**config.mk**
```make
export PLATFORM = sky130hd
export DESIGN_NAME = kypd_scan_ctrl
export DESIGN_NICKNAME = d
export VERILOG_FILES = /design/src/rtl/kypd_scan_ctrl.sv
export SDC_FILE = /design/constraint.sdc
export NUM_CORES = 1
export LEC_CHECK = 0
export BUFFER_PORTS_ARGS = -buffer_cell sky130_fd_sc_hd__buf_2
export CORE_ASPECT_RATIO = 1.5
export CORE_UTILIZATION = 38
export CTS_BUF_LIST = sky130_fd_sc_hd__clkbuf_8
export CTS_CLUSTER_DIAMETER = 200
export DETAILED_ROUTE_END_ITERATION = 8
export PLACE_DENSITY_LB_ADDON = 0.15
export SLEW_MARGIN = 20
export SYNTH_ARGS = -nofsm -noshare
export SYNTH_HDL_FRONTEND = slang
export SYNTH_SLANG_ARGS = --single-unit
```
**constraint.sdc**
```tcl
create_clock -name clk -period 4.1 [get_ports clk]
set_input_delay 0.205 -clock clk [delete_from_list [all_inputs] [get_ports clk]]
set_output_delay 0.205 -clock clk [all_outputs]
set_load 0.005 [all_outputs]
```
**src/rtl/kypd_scan_ctrl.sv**
```systemverilog
// PmodKYPD 4x4 scan sequencer: column strobing, per-frame key decode,
// frame-level debounce and a valid/ready key-event port.
module kypd_scan_ctrl #(
  parameter int unsigned COL_PERIOD = 100000,
  parameter int unsigned SETTLE     = 8,
  parameter int unsigned DEBOUNCE   = 3
) (
  input  logic       clk,
  input  logic       rst_n,
  input  logic [3:0] Row,
  output logic [3:0] Col,
  output logic [3:0] key_code,
  output logic       key_valid,
  input  logic       key_ready,
  output logic       key_held,
  output logic       key_drop
);

  localparam int unsigned TW = (COL_PERIOD > 1) ? $clog2(COL_PERIOD) : 1;
  localparam int unsigned CW = $clog2(DEBOUNCE + 1);
  localparam logic [TW-1:0] TLAST = TW'(COL_PERIOD - 1);
  localparam logic [TW-1:0] TSAMP = TW'(SETTLE);
  localparam logic [CW-1:0] CMAX  = CW'(DEBOUNCE);
  localparam logic [CW-1:0] CONE  = CW'(1);

  typedef enum logic [1:0] {
    IDLE    = 2'd0,
    DEB_P   = 2'd1,
    PRESSED = 2'd2,
    DEB_R   = 2'd3
  } state_t;

  // Key legend indexed by {column, row}; row 0 is Row[3].
  function automatic logic [3:0] key_map(input logic [1:0] c, input logic [1:0] r);
    logic [3:0] k;
    k = 4'h0;
    case ({c, r})
      4'h0: k = 4'h1;
      4'h1: k = 4'h4;
      4'h2: k = 4'h7;
      4'h3: k = 4'h0;
      4'h4: k = 4'h2;
      4'h5: k = 4'h5;
      4'h6: k = 4'h8;
      4'h7: k = 4'hF;
      4'h8: k = 4'h3;
      4'h9: k = 4'h6;
      4'hA: k = 4'h9;
      4'hB: k = 4'hE;
      4'hC: k = 4'hA;
      4'hD: k = 4'hB;
      4'hE: k = 4'hC;
      4'hF: k = 4'hD;
      default: k = 4'h0;
    endcase
    return k;
  endfunction

  logic [TW-1:0] timer;
  logic [1:0]    col_idx;
  logic [1:0]    acc_hits;
  logic [3:0]    acc_code;

  logic [3:0]    low;
  logic [2:0]    row_pop;
  logic [1:0]    row_idx;
  logic [2:0]    hits_sum;
  logic [1:0]    merged_hits;
  logic [3:0]    merged_code;
  logic          sample;
  logic          frame_done;
  logic          frame_key;

  state_t        state, state_d;
  logic [3:0]    cand, cand_d;
  logic [CW-1:0] cnt, cnt_d, cnt_inc;
  logic          match;
  logic          press_evt;
  logic          accept;

  // Column timer; Col rotates one-cold in step with col_idx at each wrap.
  always_ff @(posedge clk or negedge rst_n) begin
    if (!rst_n) begin
      timer   <= '0;
      col_idx <= 2'd0;
      Col     <= 4'b0111;
    end else if (timer == TLAST) begin
      timer   <= '0;
      col_idx <= col_idx + 2'd1;
      Col     <= {Col[0], Col[3:1]};
    end else begin
      timer   <= timer + TW'(1);
    end
  end

  // Merge the current column's row sample into the running frame result.
  always_comb begin
    low     = ~Row;
    row_pop = 3'(low[0]) + 3'(low[1]) + 3'(low[2]) + 3'(low[3]);
    row_idx = 2'd0;
    if (low[3])      row_idx = 2'd0;
    else if (low[2]) row_idx = 2'd1;
    else if (low[1]) row_idx = 2'd2;
    else if (low[0]) row_idx = 2'd3;
    hits_sum    = 3'(acc_hits) + row_pop;
    merged_hits = (hits_sum > 3'd1) ? 2'd2 : hits_sum[1:0];
    merged_code = (row_pop == 3'd1) ? key_map(col_idx, row_idx) : acc_code;
    sample      = (timer == TSAMP);
    frame_done  = sample && (col_idx == 2'd3);
    frame_key   = frame_done && (merged_hits == 2'd1);
  end

  // acc_hits saturates at 2, meaning "more than one key seen this frame".
  always_ff @(posedge clk or negedge rst_n) begin
    if (!rst_n) begin
      acc_hits <= 2'd0;
      acc_code <= 4'h0;
    end else if (frame_done) begin
      acc_hits <= 2'd0;
      acc_code <= 4'h0;
    end else if (sample) begin
      acc_hits <= merged_hits;
      acc_code <= merged_code;
    end
  end

  always_ff @(posedge clk or negedge rst_n) begin
    if (!rst_n) begin
      state <= IDLE;
      cand  <= 4'h0;
      cnt   <= '0;
    end else begin
      state <= state_d;
      cand  <= cand_d;
      cnt   <= cnt_d;
    end
  end

  // Debounce FSM: advances at most once per frame, on the frame result.
  always_comb begin
    state_d   = state;
    cand_d    = cand;
    cnt_d     = cnt;
    press_evt = 1'b0;
    match     = frame_key && (merged_code == cand);
    cnt_inc   = (cnt == CMAX) ? cnt : cnt + CONE;
    if (frame_done) begin
      case (state)
        IDLE: begin
          if (frame_key) begin
            cand_d = merged_code;
            cnt_d  = CONE;
            if (CMAX == CONE) begin
              state_d   = PRESSED;
              press_evt = 1'b1;
            end else begin
              state_d = DEB_P;
            end
          end
        end
        DEB_P: begin
          if (match) begin
            cnt_d = cnt_inc;
            if (cnt_inc == CMAX) begin
              state_d   = PRESSED;
              press_evt = 1'b1;
            end
          end else if (frame_key) begin
            cand_d = merged_code;
            cnt_d  = CONE;
          end else begin
            state_d = IDLE;
          end
        end
        PRESSED: begin
          if (!match) begin
            cnt_d   = CONE;
            state_d = (CMAX == CONE) ? IDLE : DEB_R;
          end
        end
        DEB_R: begin
          if (match) begin
            state_d = PRESSED;
          end else begin
            cnt_d = cnt_inc;
            if (cnt_inc == CMAX) state_d = IDLE;
          end
        end
        default: state_d = IDLE;
      endcase
    end
  end

  assign accept = key_valid && key_ready;

  // Event port: a press that finds the previous event still unaccepted is dropped.
  always_ff @(posedge clk or negedge rst_n) begin
    if (!rst_n) begin
      key_code  <= 4'h0;
      key_valid <= 1'b0;
      key_held  <= 1'b0;
      key_drop  <= 1'b0;
    end else begin
      key_drop <= 1'b0;
      key_held <= (state_d == PRESSED) || (state_d == DEB_R);
      if (press_evt) begin
        if (!key_valid || accept) begin
          key_code  <= cand_d;
          key_valid <= 1'b1;
        end else begin
          key_drop  <= 1'b1;
        end
      end else if (accept) begin
        key_valid <= 1'b0;
      end
    end
  end

endmodule

```
==> impl_metrics.toml, run 1 <==
[synth]
synth_area_um2 = 2630
ys_dominant_reg_cell = "dfrtp_1"
synth.avg_cell_area_um2 = 10.2
syn_nets = 278
synth_top_area_share_pct = 39.0
synth_area_leaders = "dfrtp_1 39%, ha_1 4.8%, xnor2_1 4.0%, nand2_1 3.8%, nor2_1 3.7%"
ys_ff_latch = 44
yosysSeqAreaShare_pct = 41.9
syn-instance-count = 259
yosysWarnings = 0
synth_edf_count = 0
async_flop_share_pct = 100
yosysTopAreaCell = "dfrtp_1"
synth_cell_type_count = 64

[placed_design]
gp_congestion = 0.768
place_hpwl_um = 3730
placed_area_um2 = 2810
port_buffers = 17

[floorplan]
core_area_um2 = 6580
die_w_um = 70.0
boundaryPins = 18
start_util_pct = 40.0
floorplan.die_area_um2 = 7270
num_rows = 36
fp.dieH_um = 104

[drt]
drtIter0Drc = 87
drt-vias-per-instance = 5.35
drc = 0
firstDrtPassIters = 4
ant_nets = 0
vias = 1899
routed_wl_um = 4950
wire_per_inst_um = 13.9

[setup_path]
rr_startpoint = "timer[0]"
cp-startpoint = "Row[3]"
r2r_setup_slack_ns = 1.11
crit_path_start_kind = "input port"
endpoint = "cnt[0]"
r2r_cells = 9
path_class = "input port to flop"
crit_path_max_fanout = 8
cp.arrival_ns = 3.47
rr_endpoint = "key_code[1]"
endpoint_kind = "flop"
worstPathRequired_ns = 4.29

[clock_tree]
cts.clk_slew.worst_paths_ns = 0.08
cts_sinks = 44
clk_path_buf_depth = 2
cts_made_buffers = 5
ctsHtreeMaxLevel = 2
clockRootBuffer = "clkbuf_8"
clock_latency_ns = 0.29
cts_resized = 0
cts_tree = "done"

[global_route]
grt_pass1_vias = 1913
antenna_found_initial = 0
grt_max_degree = 45
track_usage_pct = 15.2
grt.overflow.total = 0
grt_pass1_wl_um = 8890

[final_layout]
diodes = 0
nFillCells = 661
fin_nets = 297
fin_util_pct = 44.8
area_growth_pct = 11.9
drive_above_1_share_pct = 20.1
fin_area_um2 = 2950

[pwr]
ir_drop_mv = 0.179
power_leakage_nw = 1.33
powerDensity_nw_per_um2 = 330

[hold_path]
hold_path_class = "input port to flop"

[sta]
period_share_pct = 79.9
finClkSkew_ns = 0.0106
setup_viol = 0
finalCriticalPeriod_ns = 3.28
maxSlewHeadroom_pct = 62.2
drv_slew = 0
tightest_slew_ns = 0.567
fin_tns_setup_ns = 0
holdWs_ns = 0.223
hold_viol_final = 0
max_freq_mhz = 305
rsz0062_at_grt = "no"

[flow_run]
cap_viol_max_count = 0

[outcome]
outcome = "finished, final reports clean"
cell usage after synthesis (2+ instances only):
cell type,count
or3_1,2
nor4_4,2
nand2_1,27
dfrtp_1,41
ha_1,10
nand4_1,4
nand3_1,8
mux2_1,2
a21o_1,2
a21oi_1,6
nor3_1,4
a22o_1,2
nor2_1,26
clkbuf_1,7
nand2b_1,4
nand3_2,2
mux2_2,8
and2_1,2
xor2_1,7
nor3b_1,3
a31oi_1,2
inv_1,15
o31ai_1,4
mux2i_1,5
or4b_1,2
o21ai_0,5
or4b_4,2
fa_1,2
xnor2_1,12
dfstp_2,3
nor2b_1,4
o211ai_1,2
layout make-up:
| cell class | count | area, um2 | area share, % |
|---|---|---|---|
| Clock buffer | 7 | 96.3 | 3.27 |
| Clock inverter | 1 | 30.0 | 1.02 |
| Inverter | 16 | 60.1 | 2.04 |
| Multi-Input combinational cell | 190 | 1440 | 48.9 |
| Sequential cell | 44 | 1100 | 37.5 |
| Tap cell | 76 | 95.1 | 3.23 |
| Timing Repair Buffer | 21 | 120 | 4.08 |
state kept, by name (all words and copies together) (netlist names):
signal,flops
col_idx,2
cnt,2
acc_code,4
key_code,4
timer,17
cand,4
key_held,1
key_drop,1
key_valid,1
Col,4
state,2
acc_hits,2
stage by stage:
step,setup WS (ns),instances,total power [W]
5_1_grt,0.609,355,0.00103
3_5_place_dp,0.491,346,0.000623
2_1_floorplan,0.828,259,0.000577
3_3_place_gp,0.550,346,0.000622
4_1_cts,0.819,354,0.000990
6_report,0.824,355,0.000972
cells by family (layout without fill, tap and decap cells):
kind of cell	after synthesis	in the layout	synth area share (%)
AO/OA/AOI/OAI	35	35	9.88
XOR/XNOR	20	20	6.94
adder cells (fa/ha/maj)	13	13	6.65
buffers and inverters	25	45	3.61
flip-flops	44	44	41.9
multiplexers	16	16	7.03
AND/OR/NAND/NOR	106	106	23.9
worst max-delay path, stage by stage:
cell and delay [ns]:
buf_2 0.15, inv_1 0.07, fa_1 0.43, ha_1 0.19, ha_1 0.31, fa_1 0.41
xor2_1 0.18, nor3b_1 0.21, buf_4 0.16, and3_1 0.14, o2111ai_1 0.16, nor4b_2 0.53
mux2i_1 0.26, nor2_1 0.06
report_power, final:
group,switching (W),internal (W)
combinational,0.0000886,0.0000631
clock,0.000144,0.000215
sequential,0.0000146,0.000447
total,0.000247,0.000726
cell usage in the layout, fill, tap and decap left out, types with 3 or more instances in the layout:
master,n
buf_4,4
clkbuf_8,7
inv_1,15
nor2b_1,4
dfrtp_1,41
mux2i_1,5
nand4_1,4
nand3_1,8
xnor2_1,12
nand2_1,27
nor2_1,26
nor3_1,4
a21oi_1,6
nand2b_1,4
dfstp_2,3
o31ai_1,4
xor2_1,7
o21ai_0,5
ha_1,10
buf_2,16
mux2_2,8
nor3b_1,3
layer usage:
metal / GRT usage [%] / part of all wire (%) / vias up
li1: - / - / 948
met1: 18.0 / 42 / 924
met2: 27.3 / 54 / 21
met3: 2.91 / 1.9 / 6
met4: 4.71 / 1.4 / 0
met5: 0 / 0 / -
worst min-delay path by stage:
stage / startpoint / slack, ns / end / depth (start not counted)
final: key_ready / 0.22 / key_drop / 3
after global routing: key_ready / 0.24 / key_drop / 3
after CTS: rst_n / 0.12 / key_code[0] / 1
after detailed placement: rst_n / 0.44 / acc_code[1] / 1
after global placement: rst_n / 0.43 / acc_code[1] / 1
after floorplan: rst_n / -0.09 / Col[3] / 0
what timing repair did:
action,CTS,global route
endpoints found under the hold margin,0,41
setup buffers,0,0
setup endpoints to repair,0,0
hold buffers,0,1
Note: power is estimated with default switching activity, not from simulation.
==> inputs of run 2 (changes only) <==
Clock period 4.1 ns to 3 ns, I/O delays scaled along.
==> run 2 against run 1 <==
Compared with the run above: clock-buffer cell count down 1; critical path type unchanged; sequential power is 37% higher; sequential share of layout area shrank 3.4 points; register-to-register slack worse by 1.0 ns; routed wire length up 8.7%.
==> impl_metrics.toml, run 2 (synthesis gave the netlist of run 1 again) <==
[setup_path]
rr_startpoint = "timer[1]"
endpoint_kind = "flop"
r2r_cells = 9
cp.arrival_ns = 3.10
crit_path_max_fanout = 3
rr_endpoint = "key_code[1]"
worstPathRequired_ns = 3.18
path_class = "input port to flop"
crit_path_start_kind = "input port"
r2r_setup_slack_ns = 0.11

[pwr]
internal-power_w = 0.00103
power_frac_seq_pct = 45.0
combPwrFrac_pct = 20.5
p_clk_share_pct = 34.5
switching_share_pct = 26.8
switchingPower_w = 0.000378
powerDensity_nw_per_um2 = 434
power_leakage_nw = 1.47
ir_drop_mv = 0.205

[clock_tree]
cts_sinks = 44
cts_made_buffers = 5
ctsHtreeMaxLevel = 2
cts_tree = "done"
clockRootBuffer = "clkbuf_8"
clock_latency_ns = 0.30
clk_path_buf_depth = 2
cts.clk_slew.worst_paths_ns = 0.08

[final_layout]
area_growth_pct = 23.2
largest_reg_flops = 17
nFillCells = 646
drive_above_1_share_pct = 31.2
regArea_um2 = 1100
multi_input_area_um2 = 1500
fin_area_um2 = 3240
layout_commonest_cell = "dfrtp_1"
final_cell_mix = "41 x dfrtp_1, 33 x buf_4, 27 x nand2_1, 26 x nor2_1, 15 x buf_2"
largest_register = "timer"
fin_nets = 326
diodes = 0

[sta]
drv_slew = 0
finalCriticalPeriod_ns = 2.91
fin_tns_setup_ns = 0
hold_viol_final = 0
max_freq_mhz = 343
tightest_slew_ns = 0.557
finClkSkew_ns = 0.00843
period_share_pct = 97.0
maxSlewHeadroom_pct = 62.6
setup_viol = 0
rsz0062_at_grt = "yes"

[global_route]
grt_pass1_vias = 2038
track_usage_pct = 16.0
grt_max_degree = 45
grt_pass1_wl_um = 9390
antenna_found_initial = 0
grt.overflow.total = 0

[drt]
drc = 0
drtIter0Drc = 45
routed_wl_um = 5380
wire_per_inst_um = 14.0
drt-vias-per-instance = 5.18
firstDrtPassIters = 4
vias = 1990
ant_nets = 0

[hold_path]
hold_path_class = "input port to flop"
hold_path.startpoint = "key_ready"
hold_depth = 3
holdPathEnd = "key_drop"

[floorplan]
boundaryPins = 18
num_rows = 36
fp.dieH_um = 104
die_w_um = 70.0
floorplan.die_area_um2 = 7270
start_util_pct = 40.0
core_area_um2 = 6580

[outcome]
outcome = "finished, final reports clean"

[placed_design]
gp_congestion = 0.784
place_hpwl_um = 4040
port_buffers = 17
placed_area_um2 = 3050

[flow_run]
cap_viol_max_count = 0
==> run 2: changes by cell type in the layout (fill, tap and decap cells not counted), sizes merged <==
cell    previous run  this run
clkinv             0         1
clkbuf             7         6
buf               20        49
==> run 2: how the worst max path moves through the flow <==
stage | from | endpoint | slack [ns] | depth (start not counted)
6_report | Row[0] | key_code[1] | 0.09 | 13
5_1_grt | timer[0] | key_code[1] | -0.05 | 9
4_1_cts | Row[0] | key_code[1] | 0.03 | 13
3_5_place_dp | Row[0] | key_code[1] | -0.36 | 13
3_3_place_gp | Row[0] | key_code[1] | -0.32 | 13
2_1_floorplan | Row[0] | key_code[1] | -0.09 | 12
==> run 2: cell type report <==
class,count,area share (%)
well taps,76,2.93
inverters,16,2.24
repair buffers,50,10.7
clock buffers,6,2.55
clock inverters,2,1.20
flip-flops and latches,44,34.1
multi-input cells,190,46.3
==> run 2: per-stage QoR <==
step	util [%]	worst slack (ns)	hold slack, ns	total power, W	cells
6_report	49.3	0.0886	0.177	0.00141	384
5_1_grt	49.3	-0.0529	0.188	0.00149	384
4_1_cts	48.3	0.0313	0.0526	0.00141	382
3_5_place_dp	46.4	-0.364	0.383	0.000917	374
3_3_place_gp	46.4	-0.316	0.382	0.000915	374
2_1_floorplan	-	-0.0933	-0.146	0.000796	259
==> run 2: power by group through the flow <==
stage / sequential [W] / combinational, W / clock, W
after floorplan: 0.000638 / 0.000158 / 0
after global placement: 0.000643 / 0.000272 / 0
after detailed placement: 0.000644 / 0.000274 / 0
after CTS: 0.000632 / 0.000276 / 0.000504
after global routing: 0.000637 / 0.000327 / 0.000523
final: 0.000633 / 0.000289 / 0.000486
==> run 2: what timing repair did <==
item	in CTS	in global routing
hold buffers	0	1
endpoints found under the hold margin	0	41
setup endpoints to repair	3	8
gates resized for setup	2	9
pin swaps	1	4
setup buffers	0	1
==> run 2: per-layer routing <==
| metal | routed length (um) | share of wire [%] | track usage, % |
|---|---|---|---|
| met5 | 0 | 0 | 0 |
| met4 | 73 | 1.4 | 5.14 |
| met3 | 85 | 1.6 | 2.62 |
| met2 | 2950 | 55 | 30.3 |
| met1 | 2270 | 42 | 17.7 |
==> run 2: worst max-delay path, stage by stage <==
cell and delay (ns):
buf_8 0.10, inv_12 0.03, fa_1 0.57, ha_4 0.21
ha_4 0.15, fa_2 0.33, xor2_1 0.17, nor2_1 0.13
nand2_1 0.10, or4b_4 0.50, nor4_4 0.18, nand3_2 0.15
mux2_1 0.33
